--- src/rtl/hdb3_pkg.sv ---
// hdb3_pkg: shared HDB3 line-code definitions used by the encoder and decoder.
//   sym_code_e   : 2-bit symbol codes carried in encoding_data[1:0]
//   HDB3_RUN     : substitution length, also the decoder delay depth
//   POL_BIT / CODE_MSB / CODE_LSB : symbol field positions
package hdb3_pkg;

    typedef enum logic [1:0] {
        ZERO = 2'b00,
        ONE  = 2'b01,
        V    = 2'b10,
        B    = 2'b11
    } sym_code_e;

    localparam int unsigned HDB3_RUN = 4;

    localparam int unsigned POL_BIT  = 2;
    localparam int unsigned CODE_MSB = 1;
    localparam int unsigned CODE_LSB = 0;

    // Any nonzero code (ONE, V or B) is a line pulse.
    function automatic logic sym_is_pulse(input logic [2:0] sym);
        return |sym[CODE_MSB:CODE_LSB];
    endfunction

endpackage

--- src/rtl/hdb3_violation_detect.sv ---
// hdb3_violation_detect: tracks the polarity of the last line pulse and flags
// bipolar violations (a pulse with the same polarity as the previous pulse).
//   clk, rst   : clock, synchronous active-high reset
//   accept     : a symbol is being consumed this cycle
//   pulse, pol : pulse presence and polarity of the current symbol
//   violation  : combinational, current symbol is a V
//   v_error    : (HDB3_DEC_ERR_CHECK_EN only) current V repeats the polarity
//                of the previous V
module hdb3_violation_detect
    import hdb3_pkg::*;
(
    input  logic clk,
    input  logic rst,
    input  logic accept,
    input  logic pulse,
    input  logic pol,
`ifdef HDB3_DEC_ERR_CHECK_EN
    output logic v_error,
`endif
    output logic violation
);

    logic last_pol;

    assign violation = pulse && (pol == last_pol);

    // Reset to 0 so the first mark from a freshly reset encoder (positive)
    // is not taken as a violation.
    always_ff @(posedge clk) begin
        if (rst) begin
            last_pol <= 1'b0;
        end else if (accept && pulse) begin
            last_pol <= pol;
        end
    end

`ifdef HDB3_DEC_ERR_CHECK_EN
    logic last_v_pol;
    logic v_seen;

    // The first V after reset has no predecessor and cannot flag.
    assign v_error = violation && v_seen && (pol == last_v_pol);

    always_ff @(posedge clk) begin
        if (rst) begin
            last_v_pol <= 1'b0;
            v_seen     <= 1'b0;
        end else if (accept && violation) begin
            last_v_pol <= pol;
            v_seen     <= 1'b1;
        end
    end
`endif

endmodule

--- src/rtl/hdb3_decoder.sv ---
// hdb3_decoder: receive-side HDB3 decoder. Removes 000V/B00V substitutions
// through a 4-deep delay line that is cleared whenever a violation arrives.
//   clk, rst                  : clock, synchronous active-high reset
//   encoding_data[2:0]        : line symbol, bit 2 polarity, bits 1:0 code
//   encoding_data_instruction : symbol valid
//   decoded_data              : recovered bit (4-symbol latency)
//   decoded_data_instruction  : one-cycle strobe per recovered bit
//   code_error                : one-cycle line-code error strobe; only active
//                               when HDB3_DEC_ERR_CHECK_EN is defined
module hdb3_decoder
    import hdb3_pkg::*;
(
    input  logic       clk,
    input  logic       rst,
    input  logic [2:0] encoding_data,
    input  logic       encoding_data_instruction,
    output logic       decoded_data,
    output logic       decoded_data_instruction,
    output logic       code_error
);

    logic                accept;
    logic                pulse;
    logic                pol;
    logic                violation;
    logic [HDB3_RUN-1:0] line;
    logic [2:0]          fill;
    logic                full;

    assign accept = encoding_data_instruction;
    assign pulse  = sym_is_pulse(encoding_data);
    assign pol    = encoding_data[POL_BIT];
    assign full   = (fill == 3'(HDB3_RUN));

`ifdef HDB3_DEC_ERR_CHECK_EN
    logic v_error;
`endif

    hdb3_violation_detect u_vdet (
        .clk       (clk),
        .rst       (rst),
        .accept    (accept),
        .pulse     (pulse),
        .pol       (pol),
`ifdef HDB3_DEC_ERR_CHECK_EN
        .v_error   (v_error),
`endif
        .violation (violation)
    );

    // A violation zeroes the whole line: in both 000V and B00V the V and the
    // three symbols before it decode to zeros.
    always_ff @(posedge clk) begin
        if (rst) begin
            line                     <= '0;
            fill                     <= '0;
            decoded_data             <= 1'b0;
            decoded_data_instruction <= 1'b0;
        end else if (accept) begin
            decoded_data             <= line[HDB3_RUN-1];
            decoded_data_instruction <= full;
            if (violation) begin
                line <= '0;
            end else begin
                line <= {line[HDB3_RUN-2:0], pulse};
            end
            if (!full) begin
                fill <= fill + 3'd1;
            end
        end else begin
            decoded_data_instruction <= 1'b0;
        end
    end

`ifdef HDB3_DEC_ERR_CHECK_EN
    logic [1:0] zero_run;

    // zero_run counts preceding zeros (saturating at 3); a zero arriving with
    // zero_run==3 is the 4th or later in a row.
    always_ff @(posedge clk) begin
        if (rst) begin
            zero_run   <= '0;
            code_error <= 1'b0;
        end else if (accept) begin
            code_error <= (!pulse && (zero_run == 2'd3)) || v_error;
            if (pulse) begin
                zero_run <= '0;
            end else if (zero_run != 2'd3) begin
                zero_run <= zero_run + 2'd1;
            end
        end else begin
            code_error <= 1'b0;
        end
    end
`else
    assign code_error = 1'b0;
`endif

endmodule

--- config.mk ---
export PLATFORM = sky130hd
export DESIGN_NAME = hdb3_decoder
export DESIGN_NICKNAME = d
export VERILOG_FILES = /design/src/rtl/hdb3_pkg.sv /design/src/rtl/hdb3_violation_detect.sv /design/src/rtl/hdb3_decoder.sv
export SDC_FILE = /design/constraint.sdc
export NUM_CORES = 1
export LEC_CHECK = 0
export CELL_PAD_IN_SITES_DETAIL_PLACEMENT = 2
export CELL_PAD_IN_SITES_GLOBAL_PLACEMENT = 2
export CORE_UTILIZATION = 28
export DETAILED_ROUTE_END_ITERATION = 7
export PLACE_DENSITY_LB_ADDON = 0.15
export SLEW_MARGIN = 20
export SYNTH_ARGS = -nofsm -noshare
export SYNTH_HDL_FRONTEND = slang
export SYNTH_SLANG_ARGS = --single-unit
--- constraint.sdc ---
create_clock -name clk -period 1.3 [get_ports clk]
set_input_delay 0.26 -clock clk [delete_from_list [all_inputs] [get_ports clk]]
set_output_delay 0.26 -clock clk [all_outputs]
set_load 0.03 [all_outputs]
=== Word-level counts from Yosys, hierarchy flattened ===
Cells that the tools add are included.

* Add/subtract/negate cells: 1
* $mul: 0
* Divide/modulo/power cells: 0
* Order comparisons: 0
* Eq/ne operators: 2
* Shift-type cells: 0
* Mux-type cells: 1
* Bitwise gates (word level): 2
* Reductions and logical operators: 5

{| class="wikitable"
|+ Operator list
! operator !! number
|-
| 4-bit two-way mux || 1
|-
| 2-bit OR reduction || 2
|-
| 3-bit by 1-bit adder with 3-bit output, second input constant || 1
|-
| 3-bit equality test, second input constant || 1
|-
| 1-bit logical AND || 2
|-
| 1-bit inverter || 2
|-
| 2-bit AND reduction || 1
|-
| 1-bit equality test || 1
|}

* Bits in registers: 10
* Bits in latches: 0
* Memory bits (writable): 0
* ROM bits: 0
* Input bits: 6
* Output and inout bits: 3
* Memories kept: 0

=== Longest topological paths before layout ===
* Depth after elaboration: 3
* Gate-level depth with buffers: 5
* Mapped depth without buffers: 5

=== By module ===
Synthesis repeated with hierarchy kept, for this count alone.

* Cell total of the unflattened synthesis: 47
* Area, all modules: 455.4 µm²

{| class="wikitable"
|+ By module, submodules not included
! module !! times used !! cells each !! area each (µm²)
|-
| hdb3_decoder || 1 || 41 || 396.6
|-
| hdb3_violation_detect || 1 || 6 || 58.8
|}

=== Worst setup path after synthesis ===
OpenSTA, ideal clock, no wires.

* Kind: flip-flop to flip-flop
* Start: register fill[0]
* End: register fill[1]
* Arrival time: 1023 ps
* Required time: 1186 ps
* Setup slack: 162 ps
* Stages on the path, launching flop included: 6
* Buffers on the path: 0
* Period minus slack after synthesis: 1138 ps
* Path through: dfxtp_1 -> inv_1 -> ha_1 -> a21boi_4 -> mux2i_1 -> nor2_1

* Cells in the longest elaborated chain, start to end: 3
* Elaborated cells between the ends (all ways): 4
* Classes of those cells: 1 x add/sub; 1 x eq/ne; 1 x bitwise; 1 x reduce/logical

{| class="wikitable"
|+ Ends and longest elaborated chain
! element !! RTL line !! text
|-
| from (decl) || hdb3_decoder.sv:27 || <nowiki>logic [2:0] fill;</nowiki>
|-
| from (signal assigned) || hdb3_decoder.sv:68 || <nowiki>fill <= fill + 3'd1;</nowiki>
|-
| parallel branches: the longest is 3 deep, another holds 3-bit by 1-bit adder with 3-bit output || n/a ||
|}

Parallel ways; which one is timed is not known.
A chain may end at the register's enable or synchronous reset.

=== Worst setup path after layout ===
* Start: register decoded_data
* End: output decoded_data

{| class="wikitable"
|+ RTL lines
! element !! RTL line !! text
|-
| from (decl) || hdb3_decoder.sv:17 || <nowiki>output logic decoded_data,</nowiki>
|-
| from (signal assigned) || hdb3_decoder.sv:60 || <nowiki>decoded_data <= line[HDB3_RUN-1];</nowiki>
|}

No word-level cell between the ends.

==> reports/results.tsv <==
stage	metric	value	unit
power_and_ir_drop	Net Sw Frac	0.2403	
hold_path	hold crit path type	reg2reg	
cts	clk_lat worst skew	250	ps
sta	Pins Over Slew Limit	0	
route	DR vias/cell	4.725	
hold_path	destination of the worst hold path	line[2]	
worst_setup_path	CP cell instances	dlygate4sd2_1	
global_route	vias in the first global route	384	
sta	Hold Vio Cnt, Final	0	
yosys	synthesized flop and latch total	10	
power_and_ir_drop	Max IR drop VDD	0.2953	mV
worst_setup_path	WP buf/inv	1	
floorplan	Die H	41.55	um
yosys	synthesized cell area	437.9	um^2
route	drt first pass iters	2	
placement	dpl hpwl	702.7	um
global_route	largest net degree at the start of global routing	9	
finish	Final #Nets	64	
sta	setup TNS	0	ps
worst_setup_path	R2R Setup Slk	120	ps
hold_path	hold path depth	1	
cts	CTS Buf Count	3	
cts	CTS tree	built	
sta	Final Worst Setup Slack	64.04	ps
route	initial DRC count	1	
global_route	Total Routing Usage GR	0.1217	
worst_setup_path	slowest CP cell	dlygate4sd2_1	
power_and_ir_drop	PwrDens	1126	nW/um^2
yosys	Synth Area per Inst	10.18	um^2
power_and_ir_drop	Int Power	0.4740	mW
yosys	synth unique cells	21	
outcome	status	completed	
cts	htree depth	1	
worst_setup_path	Critical Path RT	1040	ps
route	WL/cell	12.68	um
global_route	first-pass GRT wire length	1593	um
floorplan	Die ar.	1726	um^2
worst_setup_path	Largest stage delay, worst path	390	ps
hold_path	hold_sp	line[1]	
global_route	GR Overflow Total	0	
sta	final setup vio count	0	
placement	post-place instance area	530.5	um^2
yosys	Synth Warn #	0	
power_and_ir_drop	Switch Pwr	0.1499	mW
power_and_ir_drop	total power	0.6239	mW
sta	period utilization	0.9507	
power_and_ir_drop	Clk pwr share	0.324	
finish	most frequent cells in the layout	dfxtp_1 (9), nor2_1 (6), clkdlybuf4s50_1 (4)	
yosys	syn_nets	51	
floorplan	Die W	41.55	um
worst_setup_path	Arr. time, crit path	980	ps
worst_setup_path	CP endpoint kind	output pin	
run	Max-cap violations	0	
floorplan	core area	1383	um^2
sta	Worst Clk Skew	1.597	ps
power_and_ir_drop	sequential share of power	0.526	
finish	fin area	554.3	um^2
finish	non-filler cells, final	69	
worst_setup_path	reg2reg start	fill[0]	
finish	commonest non-fill, non-tap cell in the layout	dfxtp_1	
yosys	post-synthesis sequential area ratio	0.4571	
floorplan	total I/O pin count	9	
cts	CTS clk-pin slew, worst paths	60	ps
sta	Max Freq	809.1	MHz
placement	port bufs	7	
worst_setup_path	CP Class	reg2out	
route	DRC	0	
route	WL final	875	um
finish	Layout area overhead	26.57	%
worst_setup_path	R2R Path End	fill[1]	
worst_setup_path	Critical Path Fanout Max	2	
placement	post-place setup slack	-241.2	ps
global_route	initial antenna violation count	0	
worst_setup_path	cell depth of the worst flop-to-flop path	5	
worst_setup_path	critical path's top delay family	buffers and inverters	
sta	min Tclk post-route	1236	ps
route	Final ANT Viol Nets	0	
cts	Clock Root Buffer	clkbuf_4	
floorplan	# rows	13	
finish	Ant. Diodes	0	
cts	Clock Path Buffers	2	
sta	RSZ-0062 raised after global routing	no	
yosys	post-synthesis cell count	43	
placement	gpl congestion	0.6704	
finish	share of cells above drive strength 1	0.1852	
route	via count	326	
power_and_ir_drop	Logic pwr share	0.149	
floorplan	Initial Utilization	0.3167	
power_and_ir_drop	static leakage	0.2485	nW
cts	clk sink count	10	
placement	placed cell count	66	
worst_setup_path	crit path launch type	flip-flop	
==> layout make-up <==
class / count / area (um^2)
fillers: 150 / 828.3
inverters: 3 / 11.26
multi-input cells: 28 / 207.7
repair buffers: 10 / 92.59
well taps: 15 / 18.77
clock buffers: 3 / 22.52
flip-flops and latches: 10 / 201.4
==> Yosys cell counts <==
cell type	number	area, um^2
or2_1	1	6.260
dfxtp_1	10	200.2
a22o_1	3	26.28
and4b_2	1	11.26
inv_1	3	11.26
ha_1	2	25.02
mux2i_1	3	30.03
nor2b_1	1	6.260
o21ai_0	1	5.000
a21boi_4	1	18.77
nor2_1	6	22.52
o22ai_1	1	6.260
nand2b_1	1	6.260
conb_1	1	3.750
nor3_1	1	5.000
nand2_1	1	3.750
xnor2_1	2	17.52
a21oi_1	1	5.000
a21oi_2	1	8.760
buf_6	1	11.26
buf_4	1	7.510
==> worst max-delay path by stage <==
stage                                         start  depth (start not counted)      endpoint
final                                  decoded_data                          1  decoded_data
after global routing                        fill[0]                          5       fill[1]
after CTS                 encoding_data_instruction                          4       fill[1]
after detailed placement  encoding_data_instruction                          4       fill[1]
after global placement    encoding_data_instruction                          4       fill[1]
after floorplan                             fill[0]                          5       fill[1]
==> routing by layer <==
| metal | share of wire | GRT usage |
|---|---|---|
| met3 | 0.037 | 0.03913 |
| met1 | 0.42 | 0.1310 |
| met5 | 0 | 0 |
| met4 | 0 | 0.05806 |
| met2 | 0.54 | 0.2125 |
==> flip-flops by register name, indices dropped and copies added (netlist names) <==
signal / cells
fill: 3
decoded_data_instruction: 1
decoded_data: 1
u_vdet.last_pol: 1
line: 4
==> power groups by stage <==
stage / combinational [mW] / clock, mW / sequential, mW
2_1_floorplan: 0.0619 / 0 / 0.333
3_3_place_gp: 0.0879 / 0 / 0.334
3_5_place_dp: 0.0950 / 0 / 0.335
4_1_cts: 0.0964 / 0.212 / 0.328
5_1_grt: 0.104 / 0.233 / 0.330
6_report: 0.0931 / 0.202 / 0.328
==> cells by family (layout without fill, tap and decap cells) <==
group	Yosys count	in the layout	share of synthesized area
DFF	10	10	0.4571
xor gates and xnor gates	2	2	0.04001
muxes	3	3	0.06857
buffers and inverters	5	16	0.06857
AOI/OAI and AO/OA	8	8	0.1600
other	1	1	0.008563
and+or+nand+nor	12	12	0.1400
adders and majority gates	2	2	0.05713
==> repair_timing <==
action | 4_1_cts | 5_1_grt
setup buffers | 0 | 0
setup endpoints to repair | 2 | 2
hold buffers | 0 | 0
gates resized for setup | 2 | 2
==> metrics by stage <==
stage          hold WS, ps    util
2_1_floorplan        331.6       -
6_report             474.1  0.4009
3_5_place_dp         462.9  0.3837
3_3_place_gp         456.6  0.3837
5_1_grt              503.4  0.4009
4_1_cts              478.4  0.3982
No activity file was read; power rests on OpenSTA's default activity.
